--- src/rtl/buzzer_cmd_pkg.sv ---
// Shared types and default command codes for the buzzer command dispatcher.
package buzzer_cmd_pkg;

    typedef enum logic [2:0] {
        ST_IDLE,
        ST_REQ,
        ST_WAIT,
        ST_DECODE,
        ST_RUN
    } state_e;

    localparam logic [7:0] CMD_STOP = 8'h1b;
    localparam logic [7:0] CMD_ON   = 8'h44;

endpackage

--- src/rtl/buzzer_cmd_decode.sv ---
// Maps a captured command byte onto a one-hot channel select plus a match flag.
module buzzer_cmd_decode
    import buzzer_cmd_pkg::*;
#(
    parameter int unsigned               DATA_W    = 8,
    parameter int unsigned               N_CMD     = 2,
    parameter logic [N_CMD*DATA_W-1:0]   CMD_CODES = '0
) (
    input  logic [DATA_W-1:0] cmd_byte,
    output logic [N_CMD-1:0]  onehot,
    output logic              match
);

    // Once a slice matches, later (higher) slices are ignored: lowest index wins.
    always_comb begin
        onehot = '0;
        match  = 1'b0;
        for (int unsigned k = 0; k < N_CMD; k++) begin
            if (!match && (cmd_byte == CMD_CODES[k*DATA_W +: DATA_W])) begin
                onehot[k] = 1'b1;
                match     = 1'b1;
            end
        end
    end

endmodule

--- src/rtl/buzzer_cmd_dispatch.sv ---
// Reads command bytes from a FIFO, decodes them and drives one function channel until done.
// Optional RUN timeout enabled by defining BUZZER_CMD_TIMEOUT_EN.
module buzzer_cmd_dispatch
    import buzzer_cmd_pkg::*;
#(
    parameter int unsigned             DATA_W      = 8,
    parameter int unsigned             N_CMD       = 2,
    parameter logic [N_CMD*DATA_W-1:0] CMD_CODES   = {CMD_ON, CMD_STOP},
    parameter logic [15:0]             TIMEOUT_CYC = 16'd50000
) (
    input  logic              CLK,
    input  logic              RSTn,
    input  logic [DATA_W-1:0] FIFO_Read_Data,
    input  logic              Empty_Sig,
    output logic              Read_Req_Sig,
    input  logic [N_CMD-1:0]  Fun_Done_Sig,
    output logic [N_CMD-1:0]  Fun_Start_Sig,
    output logic              Busy_Sig,
    output logic [7:0]        Bad_Cmd_Cnt,
    output logic              Timeout_Sig
);

    if ((N_CMD < 1) || (N_CMD > 8)) begin : g_bad_n_cmd
        $error("N_CMD must be in 1..8");
    end
    if (TIMEOUT_CYC == 16'd0) begin : g_bad_timeout
        $error("TIMEOUT_CYC must be in 1..65535");
    end

    state_e              state_q, state_d;
    logic                read_req_q, read_req_d;
    logic [DATA_W-1:0]   cmd_q, cmd_d;
    logic [N_CMD-1:0]    start_q, start_d;
    logic [7:0]          bad_cnt_q, bad_cnt_d;
    logic [N_CMD-1:0]    dec_onehot;
    logic                dec_match;
    logic                done_hit;
    logic                to_expire;

    buzzer_cmd_decode #(
        .DATA_W    (DATA_W),
        .N_CMD     (N_CMD),
        .CMD_CODES (CMD_CODES)
    ) u_decode (
        .cmd_byte (cmd_q),
        .onehot   (dec_onehot),
        .match    (dec_match)
    );

    // start_q is one-hot in RUN, so masking selects only the active channel's done.
    assign done_hit = |(Fun_Done_Sig & start_q);

`ifdef BUZZER_CMD_TIMEOUT_EN
    logic [15:0] to_cnt_q, to_cnt_d;
    logic        timeout_q, timeout_d;

    assign to_expire = (to_cnt_q == (TIMEOUT_CYC - 16'd1));

    always_comb begin
        to_cnt_d  = '0;
        timeout_d = 1'b0;
        if (state_q == ST_RUN) begin
            to_cnt_d  = to_cnt_q + 16'd1;
            timeout_d = to_expire && !done_hit;
        end
    end

    always_ff @(posedge CLK or negedge RSTn) begin
        if (!RSTn) begin
            to_cnt_q  <= '0;
            timeout_q <= 1'b0;
        end else begin
            to_cnt_q  <= to_cnt_d;
            timeout_q <= timeout_d;
        end
    end

    assign Timeout_Sig = timeout_q;
`else
    assign to_expire   = 1'b0;
    assign Timeout_Sig = 1'b0;
`endif

    always_comb begin
        state_d    = state_q;
        read_req_d = 1'b0;
        cmd_d      = cmd_q;
        start_d    = start_q;
        bad_cnt_d  = bad_cnt_q;
        unique case (state_q)
            ST_IDLE: begin
                if (!Empty_Sig) begin
                    state_d    = ST_REQ;
                    read_req_d = 1'b1;
                end
            end
            ST_REQ: state_d = ST_WAIT;
            ST_WAIT: begin
                cmd_d   = FIFO_Read_Data;
                state_d = ST_DECODE;
            end
            ST_DECODE: begin
                if (dec_match) begin
                    state_d = ST_RUN;
                    start_d = dec_onehot;
                end else begin
                    state_d = ST_IDLE;
                    if (bad_cnt_q != 8'hff) begin
                        bad_cnt_d = bad_cnt_q + 8'd1;
                    end
                end
            end
            ST_RUN: begin
                if (done_hit || to_expire) begin
                    state_d = ST_IDLE;
                    start_d = '0;
                end
            end
            default: state_d = ST_IDLE;
        endcase
    end

    always_ff @(posedge CLK or negedge RSTn) begin
        if (!RSTn) begin
            state_q    <= ST_IDLE;
            read_req_q <= 1'b0;
            cmd_q      <= '0;
            start_q    <= '0;
            bad_cnt_q  <= '0;
        end else begin
            state_q    <= state_d;
            read_req_q <= read_req_d;
            cmd_q      <= cmd_d;
            start_q    <= start_d;
            bad_cnt_q  <= bad_cnt_d;
        end
    end

    assign Read_Req_Sig  = read_req_q;
    assign Fun_Start_Sig = start_q;
    assign Busy_Sig      = (state_q != ST_IDLE);
    assign Bad_Cmd_Cnt   = bad_cnt_q;

endmodule

--- config.mk ---
export PLATFORM = sky130hd
export DESIGN_NAME = buzzer_cmd_dispatch
export DESIGN_NICKNAME = d
export VERILOG_FILES = /design/src/rtl/buzzer_cmd_pkg.sv /design/src/rtl/buzzer_cmd_decode.sv /design/src/rtl/buzzer_cmd_dispatch.sv
export SDC_FILE = /design/constraint.sdc
export NUM_CORES = 1
export LEC_CHECK = 0
export CAP_MARGIN = 20
export CORE_MARGIN = 4
export CORE_UTILIZATION = 51
export DETAILED_ROUTE_END_ITERATION = 8
export GPL_ROUTABILITY_DRIVEN = 0
export PLACE_DENSITY_LB_ADDON = 0.05
export SLEW_MARGIN = 20
export SYNTH_ARGS = -nofsm -noshare
export SYNTH_HDL_FRONTEND = slang
export SYNTH_SLANG_ARGS = --single-unit
--- constraint.sdc ---
create_clock -name CLK -period 2.8 [get_ports CLK]
set_clock_uncertainty 0.15 [all_clocks]
set_input_delay 0.42 -clock CLK [delete_from_list [all_inputs] [get_ports CLK]]
set_output_delay 0.42 -clock CLK [all_outputs]
set_load 0.005 [all_outputs]
==> results of run 1 <==
[routing by layer]
metal	up-vias	GRT usage	wire length (µm)
li1	368	-	-
met1	357	0.1905	886
met2	19	0.2177	876
met3	4	0.03324	94
met4	0	0.07660	30
met5	-	0	0
[cell usage after synthesis (2+ instances only)]
cell,number
sky130_fd_sc_hd__dfrtp_1,22
sky130_fd_sc_hd__mux2_2,8
sky130_fd_sc_hd__mux2_4,3
sky130_fd_sc_hd__nand2_1,6
sky130_fd_sc_hd__nand3_1,6
sky130_fd_sc_hd__nor2_1,3
sky130_fd_sc_hd__nor3_1,3
sky130_fd_sc_hd__nor3_2,3
sky130_fd_sc_hd__nor3b_1,2
sky130_fd_sc_hd__xor2_1,5
[stage by stage]
stage / area, µm² / cells / worst slack (ps) / utilization / hold WS (ps)
after CTS: 1376 / 141 / 590.9 / 0.6944 / 306.2
final: 1376 / 141 / 608.2 / 0.6944 / 302.0
after global placement: 1340 / 137 / 867.9 / 0.6761 / 360.0
after detailed placement: 1340 / 137 / 799.8 / 0.6761 / 362.9
after global routing: 1376 / 141 / 530.1 / 0.6944 / 306.7
after floorplan: 1066 / 86 / 919.6 / - / -25.59
[sequential cells by signal, indices dropped and copies added (netlist names)]
signal,cells
Fun_Start_Sig,2
Bad_Cmd_Cnt,8
Read_Req_Sig,1
cmd_q,8
state_q,3
[layout make-up]
| type | instances | share of cell area |
|---|---|---|
| Sequential cell | 22 | 0.4000 |
| Multi-Input combinational cell | 62 | 0.3664 |
| Timing Repair Buffer | 25 | 0.1800 |
| Clock buffer | 4 | 0.02636 |
| Tap cell | 27 | 0.02455 |
| Inverter | 1 | 0.002727 |
[power by group through the flow]
stage / Clock [mW] / Combinational [mW] / Sequential, mW
3_5_place_dp: 0 / 0.469 / 0.581
5_1_grt: 0.191 / 0.506 / 0.597
4_1_cts: 0.176 / 0.473 / 0.574
2_1_floorplan: 0 / 0.293 / 0.551
6_report: 0.170 / 0.464 / 0.574
3_3_place_gp: 0 / 0.461 / 0.573
[critical path: stages, from the launching register on]
cell and delay [ps]:
sky130_fd_sc_hd__dfrtp_1 460, sky130_fd_sc_hd__or3_1 410, sky130_fd_sc_hd__clkdlybuf4s50_1 460
[worst min-delay path by stage]
stage | start | endpoint | depth (start not counted)
after detailed placement | state_q[2]$_DFFE_PN0P_ | state_q[1]$_DFFE_PN0P_ | 1
after global routing | RSTn | cmd_q[7]$_DFFE_PN0N_ | 2
after global placement | Bad_Cmd_Cnt[4]$_DFFE_PN0P_ | Bad_Cmd_Cnt[4]$_DFFE_PN0P_ | 1
after floorplan | RSTn | Bad_Cmd_Cnt[0]$_DFFE_PN0P_ | 0
final | RSTn | Bad_Cmd_Cnt[5]$_DFFE_PN0P_ | 2
after CTS | RSTn | Fun_Start_Sig[1]$_DFFE_PN0P_ | 2
[cells by family after synthesis]
logic type / count (synthesis) / synth area share
other: 1 / 0.003518
multiplexers: 11 / 0.1268
flip-flops: 22 / 0.5164
XOR/XNOR: 6 / 0.04930
buffers and inverters: 2 / 0.01056
adder cells (fa/ha/maj): 1 / 0.01174
AND/OR/NAND/NOR: 36 / 0.2218
AO/OA/AOI/OAI: 7 / 0.05986
==> results.txt, run 1 <==
- In this run the remaining antenna-violating nets after routing total 0.
- Summed over all layers, the global routing overflow is 0.
- The number of global-route vias before repair is 686.
- Routed length per placed instance: 13.38 µm
- The number of antenna violations at the first check in global routing is 0.
- Hold Vio Cnt, Final: 0
- During I/O placement, the number of pins put on the boundary was 26.
- The later pin in the worst-skew pair is clocked with a latency of 300 ps.
- Area Overhead vs Synth: 29.11%
- Flop2flop setup slack: 790 ps
- # port buffers: 24
* Kind of critical path: reg2out
- Worst Max-Slew Pin Slew: 612.8 ps
- Max-slew violation count: 0
* Post-Synthesis Net Count: 100
* Capture point of the worst path: Busy_Sig
* Length of the first detailed-routing pass in iterations: 4
* Share of the clock period used by the worst path after layout: 0.7828
- In this run the number of H-tree levels came out at 1.
* Category of the worst setup path capture point: output port
* LEAKAGE: 0.5719 nW
* Biggest area consumer among synthesized cells: sky130_fd_sc_hd__dfrtp_1
- After clock tree synthesis, the setup repair step added 0 buffers.
* Nets: 129
- Number of buffers added by the clock tree synthesis step: 3
* Max IR drop VDD: 0.5868 mV
- No sink is reached through more buffers than the 2 on the longest clock path.
* Average via count per standard cell: 5.305
- Measured along the y axis, the die boundary spans 53.72 µm.
- Setup violations remaining at the end of the flow were counted as 0.
- R2r endpoint: Bad_Cmd_Cnt[1]$_DFFE_PN0P_
- During synthesis, Yosys emitted a total of 0 warnings.
- The worst pin sits at a relative slew slack of 0.5893.
* Maximum number of pins on one net before global-route repair: 23
- Of the total power, the clock network draws 0.141.
- Of the post-synthesis cell area, the dominant cell type holds 0.5164.
* Synth area leaders: sky130_fd_sc_hd__dfrtp_1 52%, sky130_fd_sc_hd__mux2_2 8.5%, sky130_fd_sc_hd__mux2_4 4.2%
- Commonest non-fill, non-tap cells in the layout: 24 x sky130_fd_sc_hd__clkdlybuf4s50_1, 22 x sky130_fd_sc_hd__dfrtp_1, 8 x sky130_fd_sc_hd__mux2_2
- Counting flops and latches in the post-synthesis netlist gives 22.
- Wire length of the first global-routing pass: 2.980 mm
- Total number of clock tree sinks: 22
- The root buffer cell chosen for the clock tree is sky130_fd_sc_hd__clkbuf_4.
* Hold/Removal Path Class: in2async
- For this run, the register share of the synthesized area comes to 0.5164.
- The die covers 2886 µm².
- First element of the critical path: state_q[0]$_DFFE_PN0P_
* Filler cell count in the final layout: 157
* Multi-input logic area: 504.2 µm²
* Number of antenna diodes: 0
* Placed wire-length estimate after detailed placement: 1.476 mm
* Shortest period the worst path allows: 2192 ps
* Most frequent standard cell in the layout excluding fill and tap cells: sky130_fd_sc_hd__clkdlybuf4s50_1
* P per Cell Area: 877.4 nW/µm²
* Required time at the worst-slack endpoint: 2230 ps
- Of the total power, the share spent switching nets is 0.3256.
* Initial Util: 0.5379
- Synthesized cell area: 1066 µm²
- Total via count after detailed routing: 748
- Share of total power in combinational logic: 0.384
- The worst register-to-register path has a depth of 5.
* Largest fanout of any net on the critical path: 6
- In the final layout, flip-flops and latches occupy 550.5 µm².
- Maximum clock frequency: 0.4562 GHz
- Of the cells placed in the final design, the portion with a size suffix greater than 1 is 0.2281.
- Fraction of power consumed by sequential logic: 0.475
- For this block, the routed nets add up to 1.887 mm of wire.
- In this run the horizontal extent of the chip is 53.72 µm.
- The floorplan has 16 rows.
- Critical Path AT: 1620 ps
- Tot GR Track Use: 0.1441
- Clock tree from TritonCTS: built
- DRC violations left: 0
* Number of cells produced by synthesis: 86
- Buffers inserted to repair hold after CTS numbered 0.
* Net switching power of the design: 0.3932 mW
- Total Negative Setup Slacks: 0 ps
* Worst-path clk slew: 120 ps
- Once the clock tree was built, the resizer swapped 0 gates to a different size.
- Most used flip-flop cell after synthesis: sky130_fd_sc_hd__dfrtp_1
- Internal Power: 0.8144 mW
* RSZ-0062 raised after global routing: no
- Share of flip-flops with an asynchronous set or reset: 1.000
- The worst register-to-register path begins at Bad_Cmd_Cnt[1]$_DFFE_PN0P_.
- For this block, the initial DRC count from the detailed router was 7.
- Number of distinct standard cells referenced by the synthesized netlist: 35
* Mean Syn Cell Area: 12.40 µm²
* Startpoint Class: flip-flop
- After floorplanning, the core was sized to cover 1982 µm².
- Summing internal, switching and leakage power gives 1.208 mW.
- Result of the run: complete, no violations
* Number of synthesized flops with an enable pin: 0
- The tool flagged a number of max-cap violations equal to 0.
Power figures use the tool's default switching activity.
==> run 2, diff against run 1 <==
CORE_UTILIZATION = 48   (was 51)
clock period = 2.05 ns   (was 2.8 ns; I/O delays follow)
==> run 2 against run 1 <==
  * Critical endpoint is now Bad_Cmd_Cnt[3]$_DFFE_PN0P_
  * Non-clock buffer count rose by 7
  * Combinational power rose by 61%
  * Utilization barely moved
  * Largest cell class unchanged
  * First-iteration DRC count fell by 43%
  * Hold slack got worse by 110 ps
  * Register-to-register slack got worse by 710 ps
==> results.txt, run 2 (synthesis gave the netlist of run 1 again) <==
- Initial Util: 0.5221 (-0.01582)
- The H-tree depth reported by CTS was 1 (unchanged).
- Initial antenna violation count: 0 (unchanged)
- The final count of hold timing violations is 0 (unchanged).
* Required time at the worst-slack endpoint: 2080 ps (-150 ps)
- The number of violations of the max-capacitance limit came to 0 (unchanged).
* P per Cell Area: 1186 nW/µm² (+35%)
- Maximum clock frequency: 0.5069 GHz
- The total core area is 2042 µm² (+3.0%).
- The critical-path maximum fanout was 8 (+2).
- Post-layout power: 1.683 mW (+39%)
- Filler cell count in the final layout: 154 (-1.9%)
- Average via count per standard cell: 5.211 (-1.8%)
* Placed wire-length estimate after detailed placement: 1.471 mm (-0.35%)
- The number of global-route vias before repair came to 775 (+13%).
- The count of unresolved DRC violations after routing came to 0 (unchanged).
* Footprint of the flip-flops and latches: 551.8 µm² (+0.23%)
* Total via count after detailed routing: 766 (+2.4%)
- Result of the run: complete, no violations
- The setup TNS after final layout came to 0 ps (unchanged).
- The width of the die came to 55.13 µm (+2.6%).
* Clock latency reported for the late side of the worst-skew pair: 290 ps (about the same)
* Commonest non-fill, non-tap cells in the layout: 23 x sky130_fd_sc_hd__clkdlybuf4s50_1, 21 x sky130_fd_sc_hd__dfrtp_1, 8 x sky130_fd_sc_hd__mux2_2, 8 x sky130_fd_sc_hd__buf_4
- Maximum number of pins on one net before global-route repair: 23 (unchanged)
- The critical path data arrival time was 2000 ps (+380 ps).
* Relative contribution of the clock network to total power: 0.109 (-0.032)
- Number of hold-repair buffers added at the cts stage: 0 (unchanged)
- The worst setup path is launched from a flip-flop.
- WL final: 1.939 mm (+2.8%)
- STA classifies the critical path endpoint as a flip-flop.
* DRC marker count from the first detailed-route iteration: 4 (-3)
- # port buffers: 24 (unchanged)
* Worst slack at placement: 58.51 ps (-741.3 ps)
- The die outline height was 55.13 µm (+2.6%).
* Leftover overflow at the end of global routing: 0 (unchanged)
- Leaving out fill and tap cells, the most frequent cell in the layout is sky130_fd_sc_hd__clkdlybuf4s50_1.
- Internal Power: 1.137 mW (+40%)
* Routed length per placed instance: 13.19 µm (-1.4%)
- The area of the die came to 3039 µm² (+5.3%).
- The path class of the tightest hold or removal check is in2async.
- The TritonCTS buffer count was 3 (unchanged).
* Share of total power in combinational logic: 0.445 (+0.061)
* LEAKAGE: 0.6037 nW (+5.6%)
- Clock tree from TritonCTS: built
- Cell total after placement: 140 (+2.2%)
- Detail Route Antenna Nets: 0 (unchanged)
* Final critical-path setup slack: 77.40 ps (-530.8 ps)
- The wire length of the first global-routing pass came to 3.332 mm (+12%).
- Max-slew violation count: 0 (unchanged)
* Max IR drop VDD: 0.8440 mV (+44%)
- The final layout net count was 136 (+5.4%).
- The proportion of total power due to net switching is 0.3242 (-0.001441).
- The sequential share of power came to 0.447 (-0.028).
* Share of the clock period used by the worst path after layout: 0.9622
* Number of antenna diodes: 0 (unchanged)
- Total number of clock tree sinks: 22 (unchanged)
* Standard-cell rows: 16 (unchanged)
* Net switching power of the design: 0.5455 mW (+39%)
- Shortest period the worst path allows: 1973 ps
- The clock transition at the register clock pins on the worst setup and hold paths after CTS was 110 ps (about the same).
- Kind of critical path: reg2reg
- The overall track demand over capacity in global routing was 0.1518 (+0.007693).
- From synthesis to final layout, the design area changed by 33.10%.
- I/O Pins: 26 (unchanged)
- The count of final setup violators is 0 (unchanged).
- Clk buf depth: 2 (unchanged)
* CTS root buf: sky130_fd_sc_hd__clkbuf_4
* Share of final-layout standard cells stronger than drive strength 1: 0.2750 (+0.04693)
- Multi-input logic area: 504.2 µm² (unchanged)
* Length of the first detailed-routing pass in iterations: 2 (-2)
* Final non-filler cell total: 147 (+4.3%)
## run 2: cell types whose count changed in the layout (fill, tap and decap cells not counted), sizes merged
cell           before  now
dlymetal6s2s        0    1
clkbuf              4    3
buf                 1    8
clkdlybuf4s50      24   23
## run 2: per-layer routing
| layer | vias up | part of all wire | GRT usage |
|---|---|---|---|
| met5 | - | 0 | 0 |
| met4 | 0 | 0.0062 | 0.06073 |
| met3 | 2 | 0.060 | 0.02949 |
| met2 | 16 | 0.46 | 0.2441 |
| met1 | 368 | 0.47 | 0.1997 |
| li1 | 380 | - | - |
## run 2: repair_timing
item,in CTS,in global routing
endpoints found under the hold margin,0,0
pin swaps,0,1
setup endpoints to repair,1,8
setup buffers,1,3
gates resized for setup,1,2
## run 2: final timing paths
check / startpoint / to / slack [ps] / cells past startpoint
min reg2reg: state_q[2]$_DFFE_PN0P_ / state_q[1]$_DFFE_PN0P_ / 370 / 1
min: RSTn / Bad_Cmd_Cnt[5]$_DFFE_PN0P_ / 190 / 2
max reg2reg: cmd_q[3]$_DFFE_PN0N_ / Bad_Cmd_Cnt[3]$_DFFE_PN0P_ / 80 / 5
max: cmd_q[3]$_DFFE_PN0N_ / Bad_Cmd_Cnt[3]$_DFFE_PN0P_ / 80 / 5
min in group CLK: state_q[2]$_DFFE_PN0P_ / state_q[1]$_DFFE_PN0P_ / 370 / 1
max in group asynchronous: RSTn / state_q[0]$_DFFE_PN0P_ / 1310 / 2
## run 2: worst max-delay path: stages, from the launching register on
cell,delay (ps)
sky130_fd_sc_hd__dfrtp_1,420
sky130_fd_sc_hd__or4b_1,580
sky130_fd_sc_hd__o22ai_4,310
sky130_fd_sc_hd__buf_4,180
sky130_fd_sc_hd__nor3_1,50
sky130_fd_sc_hd__xor2_1,160
## run 2: per-stage QoR
stage	utilization	instance area (µm²)	hold slack (ps)
5_1_grt	0.6949	1419	205.5
3_3_place_gp	0.6673	1363	347.8
2_1_floorplan	-	1066	-138.1
4_1_cts	0.6826	1394	193.6
6_report	0.6949	1419	188.4
3_5_place_dp	0.6673	1363	363.5
## run 2: area by class of cell
class,count,area share
repair buffers,32,0.2134
inverters,1,0.002646
multi-input cells,62,0.3554
clock buffers,3,0.01587
well taps,27,0.02381
flip-flops and latches,22,0.3889
## run 2: power by group through the flow
stage	combinational (mW)	clock, mW	sequential, mW
floorplan	0.400	0	0.753
finish	0.748	0.183	0.752
global route	0.827	0.215	0.781
detailed placement	0.708	0	0.773
CTS	0.739	0.193	0.755
global placement	0.695	0	0.760
